==> config.mk <==
export PLATFORM = sky130hd
export DESIGN_NAME = dac_update_scheduler
export DESIGN_NICKNAME = d
export VERILOG_FILES = /design/src/rtl/dac_update_scheduler.sv
export SDC_FILE = /design/constraint.sdc
export NUM_CORES = 1
export LEC_CHECK = 0
export ABC_AREA = 1
export CAP_MARGIN = 20
export CORE_ASPECT_RATIO = 0.6
export CORE_MARGIN = 10
export CORE_UTILIZATION = 40
export CTS_CLUSTER_DIAMETER = 40
export CTS_CLUSTER_SIZE = 30
export DETAILED_ROUTE_END_ITERATION = 10
export GPL_ROUTABILITY_DRIVEN = 0
export PLACE_DENSITY = 0.6
export SLEW_MARGIN = 25
export SYNTH_ARGS = -nofsm -noshare
export SYNTH_HDL_FRONTEND = slang
export SYNTH_SLANG_ARGS = --single-unit
==> constraint.sdc <==
create_clock -name clk -period 5.6 [get_ports clk]
set_clock_uncertainty 0.2 [all_clocks]
set_input_delay 1.4 -clock clk [delete_from_list [all_inputs] [get_ports clk]]
set_output_delay 1.4 -clock clk [all_outputs]
set_load 0.02 [all_outputs]
==> src/rtl/dac_update_scheduler.sv <==
// Serial DAC-programming link: holds an 8-entry level table, tracks changed channels and
// ships their 12-slot frames round-robin on a divided chip clock, preceded by a chip-reset preamble when requested.
module dac_update_scheduler #(
    parameter int CLK_DIV = 4000
) (
    input  logic       clk,
    input  logic       rst,
    input  logic       en,
    input  logic       cfg_we,
    input  logic [2:0] cfg_addr,
    input  logic [7:0] cfg_level,
    input  logic       cfg_init,
    output logic       chip_clk,
    output logic       chip_rst,
    output logic       chip_data_in,
    output logic       busy,
    output logic       done,
    output logic [2:0] cur_ch,
    output logic [7:0] dirty
);

    localparam int CW = $clog2(CLK_DIV);
    localparam logic [CW-1:0] CNT_LAST    = CW'(CLK_DIV - 1);
    localparam logic [CW-1:0] CNT_HALF_M1 = CW'(CLK_DIV / 2 - 1);

    typedef enum logic [1:0] {IDLE, PRE, FRAME} state_t;

    state_t          state_q;
    logic [CW-1:0]   cnt_q;
    logic [3:0]      slot_q;
    logic [7:0]      table_q [8];
    logic [7:0]      dirty_q, dirty_d;
    logic            init_q;
    logic [2:0]      ptr_q;
    logic [2:0]      cur_ch_q;
    logic [11:0]     frame_q;
    logic            busy_q, done_q, chip_clk_q, chip_rst_q, chip_data_q;

    logic            sel_found;
    logic [2:0]      sel_ch, idx;
    logic            slot_last, seq_end, start, capture;

    // Round-robin pick: first dirty channel at or after the pointer, wrapping.
    always_comb begin
        // NOTE: every combinational output gets a default first so no latch is inferred.
        sel_found = 1'b0;
        sel_ch    = ptr_q;
        idx       = '0;
        for (int i = 0; i < 8; i++) begin
            idx = ptr_q + 3'(i);
            if (!sel_found && dirty_q[idx]) begin
                sel_found = 1'b1;
                sel_ch    = idx;
            end
        end
    end

    always_comb begin
        slot_last = (state_q == PRE) ? (slot_q == 4'd2) : (slot_q == 4'd11);
        seq_end   = busy_q && (cnt_q == CNT_LAST) && slot_last;
        start     = (state_q == IDLE) && en && (init_q || sel_found);
        capture   = (start && !init_q) || (seq_end && en && sel_found);
        // A host write in the capture cycle wins over the clear, so the newer value is resent.
        dirty_d = dirty_q;
        if (capture) dirty_d[sel_ch] = 1'b0;
        if (cfg_we)  dirty_d[cfg_addr] = 1'b1;
    end

    always_ff @(posedge clk or negedge rst) begin
        if (!rst) begin
            state_q     <= IDLE;
            cnt_q       <= '0;
            slot_q      <= '0;
            // NOTE: the level table is small and must read as zero after reset, so it is reset like any register.
            for (int i = 0; i < 8; i++) table_q[i] <= '0;
            dirty_q     <= '0;
            init_q      <= 1'b1;
            ptr_q       <= '0;
            cur_ch_q    <= '0;
            frame_q     <= '0;
            busy_q      <= 1'b0;
            done_q      <= 1'b0;
            chip_clk_q  <= 1'b0;
            chip_rst_q  <= 1'b0;
            chip_data_q <= 1'b0;
        end else begin
            // NOTE: all state uses non-blocking assignments; later assignments in this block override earlier ones.
            done_q  <= 1'b0;
            dirty_q <= dirty_d;
            if (cfg_we) table_q[cfg_addr] <= cfg_level;

            if (capture) begin
                frame_q  <= {table_q[sel_ch], sel_ch, 1'b0};
                cur_ch_q <= sel_ch;
                ptr_q    <= sel_ch + 3'd1;
            end

            case (state_q)
                IDLE: begin
                    if (start) begin
                        busy_q      <= 1'b1;
                        cnt_q       <= '0;
                        slot_q      <= '0;
                        chip_clk_q  <= 1'b0;
                        chip_data_q <= 1'b0;
                        if (init_q) begin
                            state_q    <= PRE;
                            init_q     <= 1'b0;
                            chip_rst_q <= 1'b0;
                        end else begin
                            state_q    <= FRAME;
                            chip_rst_q <= 1'b1;
                        end
                    end
                end
                default: begin
                    if (cnt_q != CNT_LAST) begin
                        cnt_q      <= cnt_q + 1'b1;
                        chip_clk_q <= (cnt_q >= CNT_HALF_M1);
                    end else begin
                        cnt_q      <= '0;
                        chip_clk_q <= 1'b0;
                        slot_q     <= slot_q + 4'd1;
                        if (!slot_last) begin
                            if (state_q == PRE) begin
                                chip_rst_q  <= (slot_q == 4'd1);
                                chip_data_q <= 1'b1;
                            end else begin
                                frame_q     <= frame_q >> 1;
                                chip_data_q <= frame_q[1];
                            end
                        end else if (en && sel_found) begin
                            state_q     <= FRAME;
                            slot_q      <= '0;
                            chip_rst_q  <= 1'b1;
                            chip_data_q <= 1'b0;
                        end else begin
                            state_q     <= IDLE;
                            slot_q      <= '0;
                            busy_q      <= 1'b0;
                            done_q      <= 1'b1;
                            chip_rst_q  <= 1'b1;
                            chip_data_q <= 1'b1;
                        end
                    end
                end
            endcase

            if (cfg_init) init_q <= 1'b1;
        end
    end

    assign chip_clk     = chip_clk_q;
    assign chip_rst     = chip_rst_q;
    assign chip_data_in = chip_data_q;
    assign busy         = busy_q;
    assign done         = done_q;
    assign cur_ch       = cur_ch_q;
    assign dirty        = dirty_q;

endmodule

==> run_results.csv, run 1 <==
group,metric,value,unit
synth,synthesis.area,6460,sq um
setup_path,worst_path_max_delay_cell,"dfrtp_1",
synth,synth_edf_count,0,
sta,worst_pin_slew,0.912,ns
setup_path,cp_common_cell,"nand2_1",
synth,ys_seq_area_frac,0.438,
synth,netlist_top_cells_count,"nand2_1, dfrtp_1, o21ai_0",
final_layout,drive_gt1_frac,0.135,
floorplanning,core,15600,sq um
floorplanning,initial_utilization,0.415,
final_layout,final_area,7390,sq um
route,totalWireLength,17100,microns
synth,syn_nets,862,
sta,period_minus_slack,4.23,ns
setup_path,end_kind,"register",
clocking,cts_resized,0,
sta,period_share,0.756,
final_layout,fin_util,0.474,
setup_path,critPathMaxFanout,36,
pwr,leakage,3.67,nW
setup_path,cp.required,5.67,ns
final_layout,nets,884,
sta,whs,0.284,ns
global_route,grt_use_total,0.162,
clocking,cts_setup_buffers,0,
pwr,ir_drop,0.000242,V
floorplanning,die-area,21800,sq um
placed_design,place_area,6790,sq um
setup_path,crit_path_cell_trace,"inv_2, ha_1, inv_2, nand3_2, nand3_2, nand2_4, nor2_4, nand4_4, nor2_4, nand3_4, nand2_4, nand2_4, inv_1, nand2_1, o21ai_0, nand2_1, nand2_1, nand2_1, nand2_1, a21oi_1",
global_route,antenna_found_initial,0,
global_route,grt_max_degree,65,
pwr,powerDensity,320,nW/um^2
global_route,grt_pass1_wl,28500,microns
clocking,cts_tree,"yes",
sta,worst_slack,1.37,ns
setup_path,critPathLaunch,"ptr_q[0]",
setup_path,critPathMaxStageDelay,0.68,ns
route,vias,5513,
route,vias_per_cell,5.11,
sta,maxSlewViolCount,0,
setup_path,r2r-start,"ptr_q[0]",
sta,tns,0,ns
synth,synth.most_common_cell,"nand2_1",
synth,syn-instance-count,840,
worst_hold_path,hold_start,"table_q[15]",
floorplanning,rows,35,
placed_design,port_buffers,31,
worst_hold_path,min_path_type,"register to register",
clocking,cts_hold_buf,0,
route,drc,0,
floorplanning,io_pins,32,
sta,setup_viol,0,
synth,synth_top_area_share,0.434,
clocking,clock_sinks,113,
sta,worst_slew_margin_rel,0.392,
floorplanning,die_w,184,microns
synth,synth-main-ff-cell,"dfrtp_1",
sta,rsz0062_at_grt,"false",
floorplanning,die_y,118,microns
clocking,cts_htree_levels,4,
flow_run,cap_violations,0,
global_route,grt-ovfl-total,0,
synth,synth_cell_types,46,
placed_design,dp_slack,1.43,ns
route,drt_first_pass_iters,5,
clocking,clk_latency,0.41,ns
final_layout,area_delta_synth_final,14.3,%
synth,syn_area_per_cell,7.70,sq um
route,drt_iter0_drc,435,
synth,async_flop_share,1.00,
setup_path,startpoint_type,"register",
synth,yosys_warnings,0,
synth,synth_seq_cells,113,
setup_path,worst_ep_arrival_time,4.30,ns
sta,fmaxAchievable,0.236,GHz
run_status,status,"completed",
sta,finalHoldViolCount,0,
global_route,grt_pass1_vias,5257,
clocking,clockBufferDepth,2,
route,wl_per_cell,15.9,microns
final_layout,diodes,0,
route,detail-route-antenna-nets,0,
clocking,clockRootBuffer,"clkbuf_16",
synth,synth_top_area_cell,"dfrtp_1",
placed_design,hpwl,11800,microns
synth,synth_area_leaders,"dfrtp_1, nand2_1, o21ai_0, nand3_2, inv_1",
clocking,cts_buffers,17,
clocking,clk_pin_slew_worst_paths,0.06,ns
setup_path,critical_path_class,"register to register",
-- placed cells by master (no fill, tap or decap), types with 2 or more instances in the layout --
master / n
a21oi_1: 32
a21oi_2: 4
a31oi_1: 3
buf_4: 4
bufinv_16: 2
clkbuf_16: 17
clkbuf_8: 3
clkdlybuf4s50_1: 30
clkinv_2: 4
clkinv_4: 3
dfrtp_1: 112
ha_1: 6
inv_1: 59
inv_2: 13
inv_6: 2
nand2_1: 305
nand2_2: 13
nand2_4: 5
nand3_1: 43
nand3_2: 33
nand4_1: 5
nor2_1: 46
nor2_2: 3
nor2_4: 3
nor3_1: 4
nor4_1: 2
o211ai_1: 2
o21ai_0: 84
o21ai_1: 9
o21bai_1: 2
o22ai_1: 4
o32ai_1: 2
-- flip-flops by register name (all words and copies together) (netlist names) --
name,count
chip_clk,1
ptr_q,3
cur_ch,3
init_q,1
table_q,64
dirty,8
state_q,2
cnt_q,12
busy,1
slot_q,4
chip_rst,1
done,1
frame_q,11
chip_data_in,1
-- worst max-delay path, delay by kind of cell, from the launching register on --
| family | cells | cell delay [ns] |
|---|---|---|
| flip-flops | 1 | 0.68 |
| AND/OR/NAND/NOR | 14 | 1.97 |
| AO/OA/AOI/OAI | 2 | 0.13 |
| adder cells (fa/ha/maj) | 1 | 0.45 |
| buffers and inverters | 3 | 0.63 |
-- final timing paths --
kind,to,slack (ns),cells past startpoint
setup / recovery,frame_q[11],1.37,20
hold / removal,table_q[15],0.28,2
setup reg to reg,frame_q[11],1.37,20
hold reg to reg,table_q[15],0.28,2
max in group asynchronous,init_q,3.39,2
min in group asynchronous,table_q[61],0.90,1
-- power by group --
group	total (mW)	internal, mW	switching, mW
clock	1.09	0.691	0.400
combinational	0.306	0.120	0.186
sequential	0.968	0.908	0.0599
-- stage by stage --
stage | power (mW) | instances
after floorplan | 1.19 | 840
after global placement | 1.28 | 1046
after detailed placement | 1.29 | 1046
after CTS | 2.38 | 1078
after global routing | 2.48 | 1078
final | 2.37 | 1078
-- routing by layer --
metal  up-vias  share of wire  track usage
li1       2771              -            -
met1      2564           0.54        0.256
met2       158           0.38        0.209
met3        20          0.065       0.0392
met4         0          0.011       0.0428
met5         -              0            0
-- cell families (layout without fill, tap and decap cells) --
kind of cell    after synthesis  after routing  share of synthesized area
simple gates                467            467                      0.339
compound gates              148            148                      0.125
flops                       113            113                      0.438
buf+inv                     103            138                     0.0821
fa+ha+maj                     6              6                     0.0116
xor+xnor                      3              3                    0.00523
-- cell type report --
type / count / area [sq um]
flip-flops and latches: 113 / 2830
clock inverters: 12 / 131
fillers: 1511 / 8200
inverters: 72 / 270
repair buffers: 34 / 330
well taps: 203 / 254
multi-input cells: 624 / 3110
clock buffers: 20 / 467
Note: power is estimated with default switching activity, not from simulation.
==> run 2, diff against run 1 <==
clock period = 4 ns   (was 5.6 ns; I/O delays follow)
==> run 2 against run 1 <==
  * Register-to-register slack got worse by 0.80 ns
  * Die area did not move
  * First-iteration DRC count rose by 17%
  * Maximum frequency rose by 23%
  * Non-clock buffer count rose by 11
  * Worst hold slack got worse by 0.0033 ns
  * Setup slack got worse by 0.80 ns
  * Combinational power rose by 41%
  * Cell count rose by 1.0%
  * Critical path type unchanged
  * Highest routed layer unchanged
==> run_results.csv, run 2 (same netlist as run 1, synthesis figures left out) <==
group,metric,value,unit
run_status,status,"completed",
final_layout,largest_register_ffs,64,
setup_path,cp.required,4.10,ns
global_route,gr-usage-met3,0.0407,
global_route,grt-ovfl-total,0,
floorplanning,io_pins,32,
placed_design,port_buffers,31,
sta,tns,0,ns
clocking,clock_sinks,113,
final_layout,top_register,"table_q",
final_layout,n_fill_cell,1527,
route,detail-route-antenna-nets,0,
pwr,pwr-share-comb,0.128,
route,drt_first_pass_iters,5,
floorplanning,die-area,21800,sq um
setup_path,reg2regPathDepth,23,
route,vias_per_cell,5.12,
clocking,cts_setup_buffers,0,
setup_path,cp_common_cell,"nand2_1",
route,wl_per_cell,15.3,microns
setup_path,critPathMaxStageDelay,0.38,ns
clocking,clk_latency,0.41,ns
global_route,grt_max_degree,52,
setup_path,r2r_setup_slack,0.57,ns
sta,period_share,0.858,
clocking,cts_htree_levels,4,
global_route,grt_pass1_vias,5213,
global_route,busiest_layer,"met1",
setup_path,worst_ep_arrival_time,3.53,ns
global_route,grt_use_total,0.157,
setup_path,critPathMaxFanout,28,
pwr,p_int,2.43,mW
final_layout,drive_gt1_frac,0.143,
worst_hold_path,hold_depth,2,
final_layout,largestRegisters,"table_q (64), cnt_q (12), frame_q (11)",
global_route,use_met2,0.203,
floorplanning,rows,35,
pwr,p_sw_frac,0.275,
global_route,use_met1,0.246,
pwr,seq_power_share,0.403,
pwr,leakage,3.73,nW
clocking,cts_buffers,17,
pwr,ir_drop,0.000216,V
final_layout,final_cell_mix,"nand2_1, dfrtp_1, o21ai_0, inv_1, nor2_1",
worst_hold_path,worstHoldEndpoint,"table_q[31]",
clocking,clockBufferDepth,2,
route,totalWireLength,16700,microns
clocking,cts_resized,0,
floorplanning,die_y,118,microns
placed_design,hpwl,11600,microns
setup_path,end_kind,"register",
pwr,powerDensity,448,nW/um^2
pwr,power.total,3.36,mW
floorplanning,die_w,184,microns
setup_path,critical_path_class,"register to register",
setup_path,r2r-start,"ptr_q[1]",
setup_path,worst_path_max_delay_cell,"dfrtp_1",
setup_path,r2r-end,"frame_q[5]",
clocking,cts_hold_buf,0,
pwr,clkPwrFrac,0.469,
sta,period_minus_slack,3.43,ns
final_layout,layout_commonest_cell,"nand2_1",
clocking,cts_tree,"yes",
final_layout,diodes,0,
flow_run,cap_violations,0,
route,drt_iter0_drc,509,
setup_path,crit_path_cell_trace,"inv_2, ha_1, inv_2, nand3_1, nand2_1, nand2_1, nand2_1, inv_2, nor2_4, nand3_2, nand2_1, nand2_1, nand2_4, nand2_4, buf_4, nand2_1, nand2_1, nand2_1, nand2_1, nand2_1, nand2_1, nand2_1, a21oi_2",
setup_path,startpoint_type,"register",
route,drc,0,
global_route,grt_pass1_wl,28000,microns
placed_design,place_area,6880,sq um
sta,maxSlewViolCount,0,
final_layout,final_area,7490,sq um
clocking,clk_pin_slew_worst_paths,0.06,ns
worst_hold_path,hold_start,"table_q[31]",
route,vias,5572,
final_layout,area_delta_synth_final,15.9,%
sta,setup_viol,0,
worst_hold_path,min_path_type,"register to register",
sta,worst_pin_slew,0.722,ns
floorplanning,initial_utilization,0.415,
sta,fmaxAchievable,0.291,GHz
pwr,p_sw,0.925,mW
final_layout,nets,895,
global_route,antenna_found_initial,0,
sta,worst_slew_margin_rel,0.518,
sta,finalHoldViolCount,0,
floorplanning,core,15600,sq um
final_layout,fin_util,0.481,
sta,rsz0062_at_grt,"false",
clocking,clockRootBuffer,"clkbuf_16",
-- run 2: layer usage --
layer | routed length, microns | vias up | part of all wire
li1 | - | 2790 | -
met1 | 9060 | 2615 | 0.54
met2 | 6420 | 155 | 0.39
met3 | 1050 | 12 | 0.063
met4 | 138 | 0 | 0.0083
met5 | 0 | - | 0
-- run 2: area by class of cell --
cell class                      count  area (sq um)  share of cell area
Inverter                           72           270              0.0361
Multi-Input combinational cell    624          3110               0.414
Clock inverter                     14           179              0.0239
Clock buffer                       18           429              0.0573
Timing Repair Buffer               45           425              0.0568
Tap cell                          203           254              0.0339
Sequential cell                   113          2830               0.378
-- run 2: worst max-delay path by stage --
stage,startpoint,endpoint,slack (ns),depth (start not counted)
global placement,ptr_q[1],frame_q[9],0.65,22
global route,ptr_q[1],frame_q[5],0.21,23
floorplan,ptr_q[0],ptr_q[2],1.02,21
CTS,ptr_q[1],frame_q[5],0.61,22
detailed placement,ptr_q[1],frame_q[9],0.62,22
finish,ptr_q[1],frame_q[5],0.57,23
-- run 2: metrics by stage --
stage / hold slack, ns / cells / setup WS [ns]
2_1_floorplan: 0.248 / 840 / 1.02
4_1_cts: 0.287 / 1089 / 0.612
3_3_place_gp: 0.268 / 1057 / 0.652
6_report: 0.280 / 1089 / 0.569
3_5_place_dp: 0.270 / 1057 / 0.620
5_1_grt: 0.306 / 1089 / 0.209
-- run 2: power by group through the flow --
stage,Sequential (mW),Clock [mW],Combinational [mW]
after global routing,1.37,1.65,0.506
after detailed placement,1.37,0,0.432
final,1.35,1.58,0.430
after global placement,1.37,0,0.426
after CTS,1.35,1.60,0.434
after floorplan,1.35,0,0.313
-- run 2: worst max-delay path, delay by kind of cell (launching register included) --
kind / cells / cell delay, ns
adders and majority gates: 1 / 0.35
and+or+nand+nor: 17 / 1.63
buffers and inverters: 4 / 0.68
DFF: 1 / 0.38
AOI/OAI and AO/OA: 1 / 0.05
